--- src/rtl/timer_sched.sv ---
// Round-robin shared countdown timer: one requester owns the timer, counts its load value to zero, gets a done pulse.
// Optional abort input and its cancel path are built only when TIMER_SCHED_ABORT_EN is defined.
module timer_sched #(
    parameter int NREQ = 4,
    parameter int W    = 10
) (
    input  logic              clk,
    input  logic              rst_n,
    input  logic [NREQ-1:0]   req,
    input  logic [NREQ*W-1:0] req_val,
    output logic [NREQ-1:0]   grant,
    output logic [NREQ-1:0]   done,
    output logic              busy,
    output logic [W-1:0]      count
`ifdef TIMER_SCHED_ABORT_EN
    ,
    input  logic              abort
`endif
);

    localparam int PW = (NREQ > 1) ? $clog2(NREQ) : 1;

    typedef enum logic [1:0] {
        ST_IDLE = 2'd0,
        ST_RUN  = 2'd1,
        ST_DONE = 2'd2
    } state_t;

    state_t          state_r, state_s;
    logic [NREQ-1:0] grant_r, grant_s;
    logic [NREQ-1:0] done_r,  done_s;
    logic            busy_r,  busy_s;
    logic [W-1:0]    count_r, count_s;
    logic [PW-1:0]   ptr_r,   ptr_s;
    logic [PW-1:0]   owner_r, owner_s;
    logic [PW-1:0]   win_s;
    logic [W-1:0]    load_s;

    // First requester at or above p, wrapping at NREQ.
    function automatic logic [PW-1:0] rr_pick(input logic [NREQ-1:0] r, input logic [PW-1:0] p);
        logic [PW-1:0] pick;
        logic [PW-1:0] idx;
        logic          found;
        pick  = p;
        found = 1'b0;
        for (int k = 0; k < NREQ; k++) begin
            idx = PW'((int'(p) + k) % NREQ);
            if (!found && r[idx]) begin
                pick  = idx;
                found = 1'b1;
            end else begin
                found = found;
            end
        end
        return pick;
    endfunction

    function automatic logic [W-1:0] sel_val(input logic [NREQ*W-1:0] v, input logic [PW-1:0] i);
        logic [W-1:0] r;
        r = {W{1'b0}};
        for (int k = 0; k < NREQ; k++) begin
            if (i == PW'(k)) begin
                r = v[k*W +: W];
            end else begin
                r = r;
            end
        end
        return r;
    endfunction

    function automatic logic [NREQ-1:0] onehot(input logic [PW-1:0] i);
        logic [NREQ-1:0] oh;
        for (int k = 0; k < NREQ; k++) begin
            oh[k] = (i == PW'(k));
        end
        return oh;
    endfunction

    function automatic logic [PW-1:0] next_ptr(input logic [PW-1:0] i);
        return (i == PW'(NREQ - 1)) ? {PW{1'b0}} : (i + PW'(1'b1));
    endfunction

    // Arbitration candidate and its load value, evaluated every cycle but used only in IDLE.
    always_comb begin
        win_s  = rr_pick(req, ptr_r);
        load_s = sel_val(req_val, win_s);
    end

    // Next-state and next-output logic.
    always_comb begin
        state_s = state_r;
        grant_s = grant_r;
        done_s  = {NREQ{1'b0}};
        count_s = count_r;
        ptr_s   = ptr_r;
        owner_s = owner_r;
        case (state_r)
            ST_IDLE: begin
                if (|req) begin
                    state_s = ST_RUN;
                    grant_s = onehot(win_s);
                    count_s = load_s;
                    owner_s = win_s;
                end else begin
                    grant_s = {NREQ{1'b0}};
                end
            end
            ST_RUN: begin
`ifdef TIMER_SCHED_ABORT_EN
                // Abort beats expiry even when count has already reached zero.
                if (abort) begin
                    state_s = ST_IDLE;
                    grant_s = {NREQ{1'b0}};
                    ptr_s   = next_ptr(owner_r);
                end else
`endif
                if (count_r != {W{1'b0}}) begin
                    count_s = count_r - W'(1'b1);
                end else begin
                    state_s = ST_DONE;
                    grant_s = {NREQ{1'b0}};
                    done_s  = onehot(owner_r);
                end
            end
            ST_DONE: begin
                state_s = ST_IDLE;
                grant_s = {NREQ{1'b0}};
                ptr_s   = next_ptr(owner_r);
            end
            default: begin
                state_s = ST_IDLE;
                grant_s = {NREQ{1'b0}};
            end
        endcase
        busy_s = (state_s != ST_IDLE);
    end

    // State and registered outputs with synchronous active-low reset.
    always_ff @(posedge clk) begin
        if (!rst_n) begin
            state_r <= ST_IDLE;
            grant_r <= {NREQ{1'b0}};
            done_r  <= {NREQ{1'b0}};
            busy_r  <= 1'b0;
            count_r <= {W{1'b0}};
            ptr_r   <= {PW{1'b0}};
            owner_r <= {PW{1'b0}};
        end else begin
            state_r <= state_s;
            grant_r <= grant_s;
            done_r  <= done_s;
            busy_r  <= busy_s;
            count_r <= count_s;
            ptr_r   <= ptr_s;
            owner_r <= owner_s;
        end
    end

    assign grant = grant_r;
    assign done  = done_r;
    assign busy  = busy_r;
    assign count = count_r;

endmodule

--- config.mk ---
export PLATFORM = sky130hd
export DESIGN_NAME = timer_sched
export DESIGN_NICKNAME = d
export VERILOG_FILES = /design/src/rtl/timer_sched.sv
export SDC_FILE = /design/constraint.sdc
export NUM_CORES = 1
export LEC_CHECK = 0
export CAP_MARGIN = 20
export CORE_MARGIN = 5
export CORE_UTILIZATION = 40
export DETAILED_ROUTE_END_ITERATION = 12
export PLACE_DENSITY = 0.74
export RECOVER_POWER = 50
export SYNTH_ARGS = -nofsm -noshare
export SYNTH_HDL_FRONTEND = slang
export SYNTH_SLANG_ARGS = --single-unit
--- constraint.sdc ---
create_clock -name clk -period 5.2 [get_ports clk]
set_input_delay 1.04 -clock clk [delete_from_list [all_inputs] [get_ports clk]]
set_output_delay 1.04 -clock clk [all_outputs]
set_load 0.1 [all_outputs]
# After elaboration in Yosys (flattened, before gate mapping)

Index checks and enable logic that the tools add are counted.

Eq/ne operators: 11
Reductions and logical operators: 16
Mux-type cells: 28
Add/sub/neg operators: 5
$lt $le $gt $ge: 4
Bitwise gates (word level): 2

Operator list:

| cell                                                                          | count |
|---|---|
| 10-bit 2-to-1 mux                                                             | 6 |
| 10-bit one-hot mux with 2 select lines                                        | 1 |
| 2-bit by 3-bit less-than comparator with 1-bit output (second input constant) | 4 |
| 2-bit 2-to-1 mux                                                              | 6 |
| 2-bit == test (second input constant)                                         | 5 |
| 10-bit nonzero test                                                           | 1 |
| 10-bit by 1-bit subtractor with 10-bit output (second input constant)         | 1 |
| 1-bit binary-select mux with 2-bit select                                     | 4 |
| 4-bit 2-to-1 mux                                                              | 2 |
| 4-bit one-hot mux with 2 select lines                                         | 1 |
| 1-bit 2-to-1 mux                                                              | 7 |
| 2-bit by 1-bit == test with 1-bit output (second input constant)              | 3 |
| 2-bit zero test                                                               | 3 |
| 2-bit inequality test (second input constant)                                 | 3 |
| 2-bit by 1-bit adder with 2-bit output (second input constant)                | 2 |
| 2-bit adder (second input constant)                                           | 2 |
| 2-bit one-hot mux with 2 select lines                                         | 1 |
| 2-bit nonzero test                                                            | 2 |
| 4-bit OR reduction                                                            | 1 |
| 1-bit logical AND                                                             | 3 |
| 1-bit zero test                                                               | 3 |
| 3-bit AND reduction                                                           | 1 |
| 3-bit OR reduction                                                            | 1 |
| 1-bit inverter                                                                | 2 |
| 2-bit AND reduction                                                           | 1 |

Register bits: 25
Word-level logic and storage cells: 73

# Logic depth before layout (Yosys ltp)

Depth after elaboration: 19
Depth in mapped cells: 8
Mapped depth without buffers: 8

# Worst setup path after synthesis

OpenSTA, ideal clock, no wires.

Path kind: input to register
Start point: input req[0]
End point: register count_r[4], in the netlist count[4]
Data arrival time: 2.415 ns
Path slack: 2.662 ns
Path buffers: 2
Setup time: 0.123 ns
Cell stages on the path: 7
Path through: clkbuf_2 > nor2b_1 > o31ai_2 > buf_4 > mux2_2 > a21oi_1 > nor3_1

Longest elaborated chain between the ends: 19
Elaborated cells between the ends (all ways): 33

Ends and longest elaborated chain:

| what                                      | RTL line | source |
|---|---|---|
| from (decl)                               | 9        | `input logic [NREQ-1:0] req,` |
| 1-bit binary-select mux with 2-bit select | 48       | `if (!found && r[idx]) begin` |
| 1-bit 2-to-1 mux (implied by the code)    | 48       |  |
| 1-bit 2-to-1 mux                          | 48       |  |
| 1-bit zero test                           | 48       |  |
| 1-bit logical AND                         | 48       |  |
| 1-bit 2-to-1 mux                          | 48       |  |
| 1-bit zero test                           | 48       |  |
| 1-bit logical AND                         | 48       |  |
| 1-bit 2-to-1 mux                          | 48       |  |
| 1-bit zero test                           | 48       |  |
| 1-bit logical AND                         | 48       |  |
| 2-bit 2-to-1 mux                          | 48       |  |
| 2-bit zero test                           | 62       | `if (i == PW'(k)) begin` |
| 10-bit 2-to-1 mux (4 in series)           | 62       |  |
| 10-bit 2-to-1 mux                         | 99       | `if (\|req) begin` |
| 10-bit one-hot mux with 2 select lines    | 97       | `case (state_r)` |
| to (signal assigned)                      | 145      | `count_r <= {W{1'b0}};` |
| to (signal assigned)                      | 153      | `count_r <= count_s;` |
| to (decl)                                 | 33       | `logic [W-1:0] count_r, count_s;` |

Parallel ways exist; a longest one is shown, timed or not. The select of a mux whose other input is x is not followed.
A chain may end at the register's enable or synchronous reset.

# Worst setup path in the final report

Start point: input req[3]
End point: register count_r[1], in the netlist count[1]

Same word-level chain as after synthesis.

==> results.sh <==
export IMPL_leading_cell_types_in_the_layout_fill_and_taps_excluded="clkdlybuf4s50_1 (51), dfxtp_1 (25), nor2_1 (21)"
export IMPL_cts_inserted_buffers=3
export IMPL_fin_skew_ns=0.00321
export IMPL_instances_no_fill=318
export IMPL_final_max_slew_violation_count=0
export IMPL_place_area_sq_um=2320
export IMPL_setup_viol=0
export IMPL_overflow=0
export IMPL_hpwl_um=3700
export IMPL_timing_critical_path_required_ns=5.34
export IMPL_cts_setup_buffers=0
export IMPL_io_pins=65
export IMPL_postSynth_topFlopCell="dfxtp_1"
export IMPL_max_freq_ghz=0.310
export IMPL_cp_data_arrival_time_ns=3.37
export IMPL_hold_buffers=0
export IMPL_mappedNetlistNets=264
export IMPL_synth_cell_area_sq_um=1690
export IMPL_setup_slack_ns=1.97
export IMPL_fin_area_sq_um=2340
export IMPL_postSynth_asyncResetShare_pct=0
export IMPL_max_slew_worst_pin_slew_ns=1.01
export IMPL_final_hold_violation_count=0
export IMPL_drive_gt1_share_pct=5.60
export IMPL_cts_root_to_sink_buffers=2
export IMPL_slew_limit_headroom_pct=32.5
export IMPL_wl_per_cell_um=14.9
export IMPL_final_core_utilization_pct=57.7
export IMPL_tritoncts_num_sinks=25
export IMPL_ctsHtreeMaxLevel=1
export IMPL_ys_warnings_count=0
export IMPL_avgSynthCellArea_sq_um=7.93
export IMPL_vias_in_the_first_global_route=1677
export IMPL_timing_critical_path_to_type="flip-flop"
export IMPL_antenna_found_initial=0
export IMPL_layout_cells_most_common="clkdlybuf4s50_1"
export IMPL_pre_cts_ws_ns=1.75
export IMPL_first_pass_iters=4
export IMPL_max_vdd_ir_drop_uv=134
export IMPL_area_delta_synth_final_pct=38.5
export IMPL_buffer_ports_inserted=64
export IMPL_count_of_flip_flops_with_a_built_in_enable_after_synthesis=0
export IMPL_floorplan_initialDensity_pct=41.6
export IMPL_fp_dieW_um=75.0
export IMPL_cts_root_buffer="clkbuf_8"
export IMPL_place_inst=314
export IMPL_n_antenna_cell=0
export IMPL_hp_class="flip-flop to flip-flop"
export IMPL_vertical_die_dimension_um=75.0
export IMPL_min_period_over_period_pct=62.1
export IMPL_clkLatencyLatePin_ns=0.26
export IMPL_place_congestion=0.873
export IMPL_yosysUniqueCellTypes=54
export IMPL_fp_coreArea_sq_um=4060
export IMPL_fillCellCount=359
export IMPL_tritoncts="built"
export IMPL_timing_setup_tns_ns=0
export IMPL_postRouteAntennaNets=0
export IMPL_postRouteWirelength_um=4750
export IMPL_clk_pin_slew_worst_paths_ns=0.08
export IMPL_register_bit_count_reported_by_yosys=25
export IMPL_via_count=1781
export IMPL_grt_max_degree=14
export IMPL_netlist_instances=213
export IMPL_crit_fanout=11
export IMPL_startpoint_type="primary input"
export IMPL_setup_repair_after_global_routing_missed_its_margin="no"
export IMPL_viasPerCell=5.60
export IMPL_run_status="complete, no violations"
export IMPL_drc=0
export IMPL_fp_dieArea_sq_um=5620
export IMPL_power_per_cell_area_nw_per_um2=312
export IMPL_seq_area_frac_synth_pct=29.6
export IMPL_grt_pass1_wl_um=7490
export IMPL_maxCapViolCount=0
export IMPL_drtIter0Drc=152
export IMPL_fin_nets=320
export IMPL_core_rowCount=23
export IMPL_worst_setup_path_type="primary input to flip-flop"
export IMPL_final_period_minus_worst_setup_slack_ns=3.23
export IMPL_grt_usage_pct=17.1
export IMPL_cts_repair_resized=0
export IMPL_p_leak_nw=0.926
flip-flops by register name, summed over array words and instances, names as in the netlist:
| register | cells |
|---|---|
| grant | 4 |
| done | 4 |
| ptr_r | 2 |
| count | 10 |
| owner_r | 2 |
| busy | 1 |
| state_r | 2 |
metrics by stage:
step                      total power [mW]  hold slack [ns]
after floorplan                      0.530            0.469
after global placement               0.628            0.444
after detailed placement             0.632            0.442
after CTS                            0.744            0.454
after global routing                 0.771            0.467
final                                0.731            0.450
cell type report:
cell class / count / area (sq um) / area share [%]
Clock buffer: 4 / 45.0 / 1.93
Inverter: 16 / 60.1 / 2.57
Multi-Input combinational cell: 157 / 1020 / 43.4
Sequential cell: 25 / 500 / 21.4
Tap cell: 50 / 62.6 / 2.67
Timing Repair Buffer: 66 / 656 / 28.0
synthesized netlist by cell type (all sizes together), types with 5 or more instances:
cell type	instances	area, sq um
dfxtp	25	500
nor2	21	78.8
a21oi	20	104
inv	15	56.3
nand2	14	55.1
o21ai	11	55.1
buf	9	58.8
nor3	9	45.0
mux2i	8	80.1
clkbuf	6	28.8
a221o	5	50.1
and2	5	31.3
ha	5	62.6
mux2	5	56.3
nor2b	5	31.3
nor4	5	46.3
cell families after synthesis:
kind of cell | count (synthesis) | synth area share (%)
AOI/OAI and AO/OA | 64 | 26.3
buffers and inverters | 31 | 8.74
DFF | 25 | 29.6
adders and majority gates | 5 | 3.70
muxes | 13 | 8.07
and+or+nand+nor | 75 | 23.6
where the power goes:
| group | switching [mW] | leakage (nW) | internal, mW |
|---|---|---|---|
| Combinational | 0.246 | 0.698 | 0.127 |
| Clock | 0.0590 | 0.0228 | 0.0547 |
| Sequential | 0.0305 | 0.206 | 0.214 |
| Total | 0.336 | 0.926 | 0.395 |
critical path: stages:
cell and delay [ns]:
dlygate4sd3_1 0.74, or3_1 0.16, o21ai_0 0.09, o31ai_2 0.44, buf_4 0.29, mux2_2 0.36
a21oi_1 0.14, o32ai_1 0.10
routing by layer:
metal	GRT usage [%]	up-vias	routed length (um)
met3	2.80	9	348
met1	22.9	825	2050
met5	0	-	0
met2	28.0	64	2270
li1	-	883	-
met4	5.73	0	78
final timing paths:
kind | startpoint | to | slack, ns | cells past startpoint
max | req[3] | count[1] | 1.97 | 8
min | grant[2] | grant[2] | 0.45 | 2
min reg2reg | grant[2] | grant[2] | 0.45 | 2
max reg2reg | count[0] | count[1] | 2.20 | 8
Note: power is estimated with default switching activity, not from simulation.
==> edit, RTL diff (same settings) <==
The parameter `W` goes from 10 to 20.
--- a/src/rtl/timer_sched.sv
+++ b/src/rtl/timer_sched.sv
@@ -3,5 +3,5 @@
 module timer_sched #(
     parameter int NREQ = 4,
-    parameter int W    = 10
+    parameter int W    = 20
 ) (
     input  logic              clk,
Interface: changed (resized count and req_val); port bits go from 65 to 115. The function was not compared with the original's and may differ.
==> edit against the unedited design <==
Sequential share of layout area shrank 2.9 points; final area rose by 62%; area after synthesis rose by 50%; total power up 47%; fmax fell by 12%; routed wire length increased by 81%; largest cell class unchanged; sequential cell count up 10; sequential power is 38% higher; first-iteration DRC count increased by 52%; setup slack got worse by 450 ps; critical endpoint is now done[0]$_SDFF_PP0_.
==> edit: results (changes against the unedited design) <==
metric	value	unit	change
Worst-Margin Slew	1040	ps	+34.2 ps
post-route clock period utilization	0.707		+0.0859
Placed Area	3720	sq um	+60%
Fill cells	595		+66%
number of CTS-inserted buffers	5		+2
total number of vias	2991		+68%
Reg2Reg Depth	6		-2
Seq/total area	0.185		-0.0293
Pre-Repair DR Iteration Count	5		+1
leading post-synthesis cells by cell area	dfxtp_1, mux2i_1, nand2_1		
reg2reg end	count[10]$_SDFFE_PN0P_		
Final Net Count	525		+64%
status	completed		
GRT Overall Usage	0.214		+0.0430
CTS Sinks	35		+40%
post-synthesis instance area	2530	sq um	+50%
fraction of area in multi-input gates	0.447		+0.0124
clkbuf count	6		+2
worst setup path startpoint	rst_n		
H-tree levels	2		+1
Pleak	1.51	nW	+64%
largest net degree at the start of global routing	24		+10
synthesized area per cell	7.70	sq um	-2.9%
vias in the first global route	2827		+69%
Port Buffers	114		+78%
area grow syn2layout	50.3	%	
number of DRC markers in iteration 0	231		+52%
flop2flop setup slack	2840	ps	+640 ps
HPWL Detailed	6720	microns	+82%
VDD IR-drop max	0.165	mV	+23%
Clk Latency, worst-skew pair	280	ps	+20 ps
switching power	0.489	mW	+46%
## edit: power groups by stage
stage	clock network [mW]	logic [mW]	registers [mW]
2_1_floorplan	0	0.194	0.517
3_3_place_gp	0	0.534	0.342
3_5_place_dp	0	0.539	0.343
4_1_cts	0.206	0.540	0.336
5_1_grt	0.217	0.570	0.342
6_report	0.201	0.535	0.336
## edit: cells by family (layout without fill, tap and decap cells)
family                     after synthesis  after routing  synth area share
AOI/OAI and AO/OA                       88             88             0.242
muxes                                   30             30             0.121
buffers and inverters                   31            136            0.0510
adders and majority gates                6              6            0.0297
and+or+nand+nor                        138            138             0.279
DFF                                     35             35             0.277
## edit: layer usage
layer,up-vias,GRT usage,wire [microns]
met5,-,0,0
met4,0,0.0663,119
met3,14,0.0590,746
met2,144,0.341,4170
met1,1399,0.282,3570
li1,1434,-,-
## edit: worst max-delay path: stages
cell           delay (ps)
dlygate4sd3_1         520
clkbuf_1              750
inv_1                 560
nor4_1                800
and2_0                220
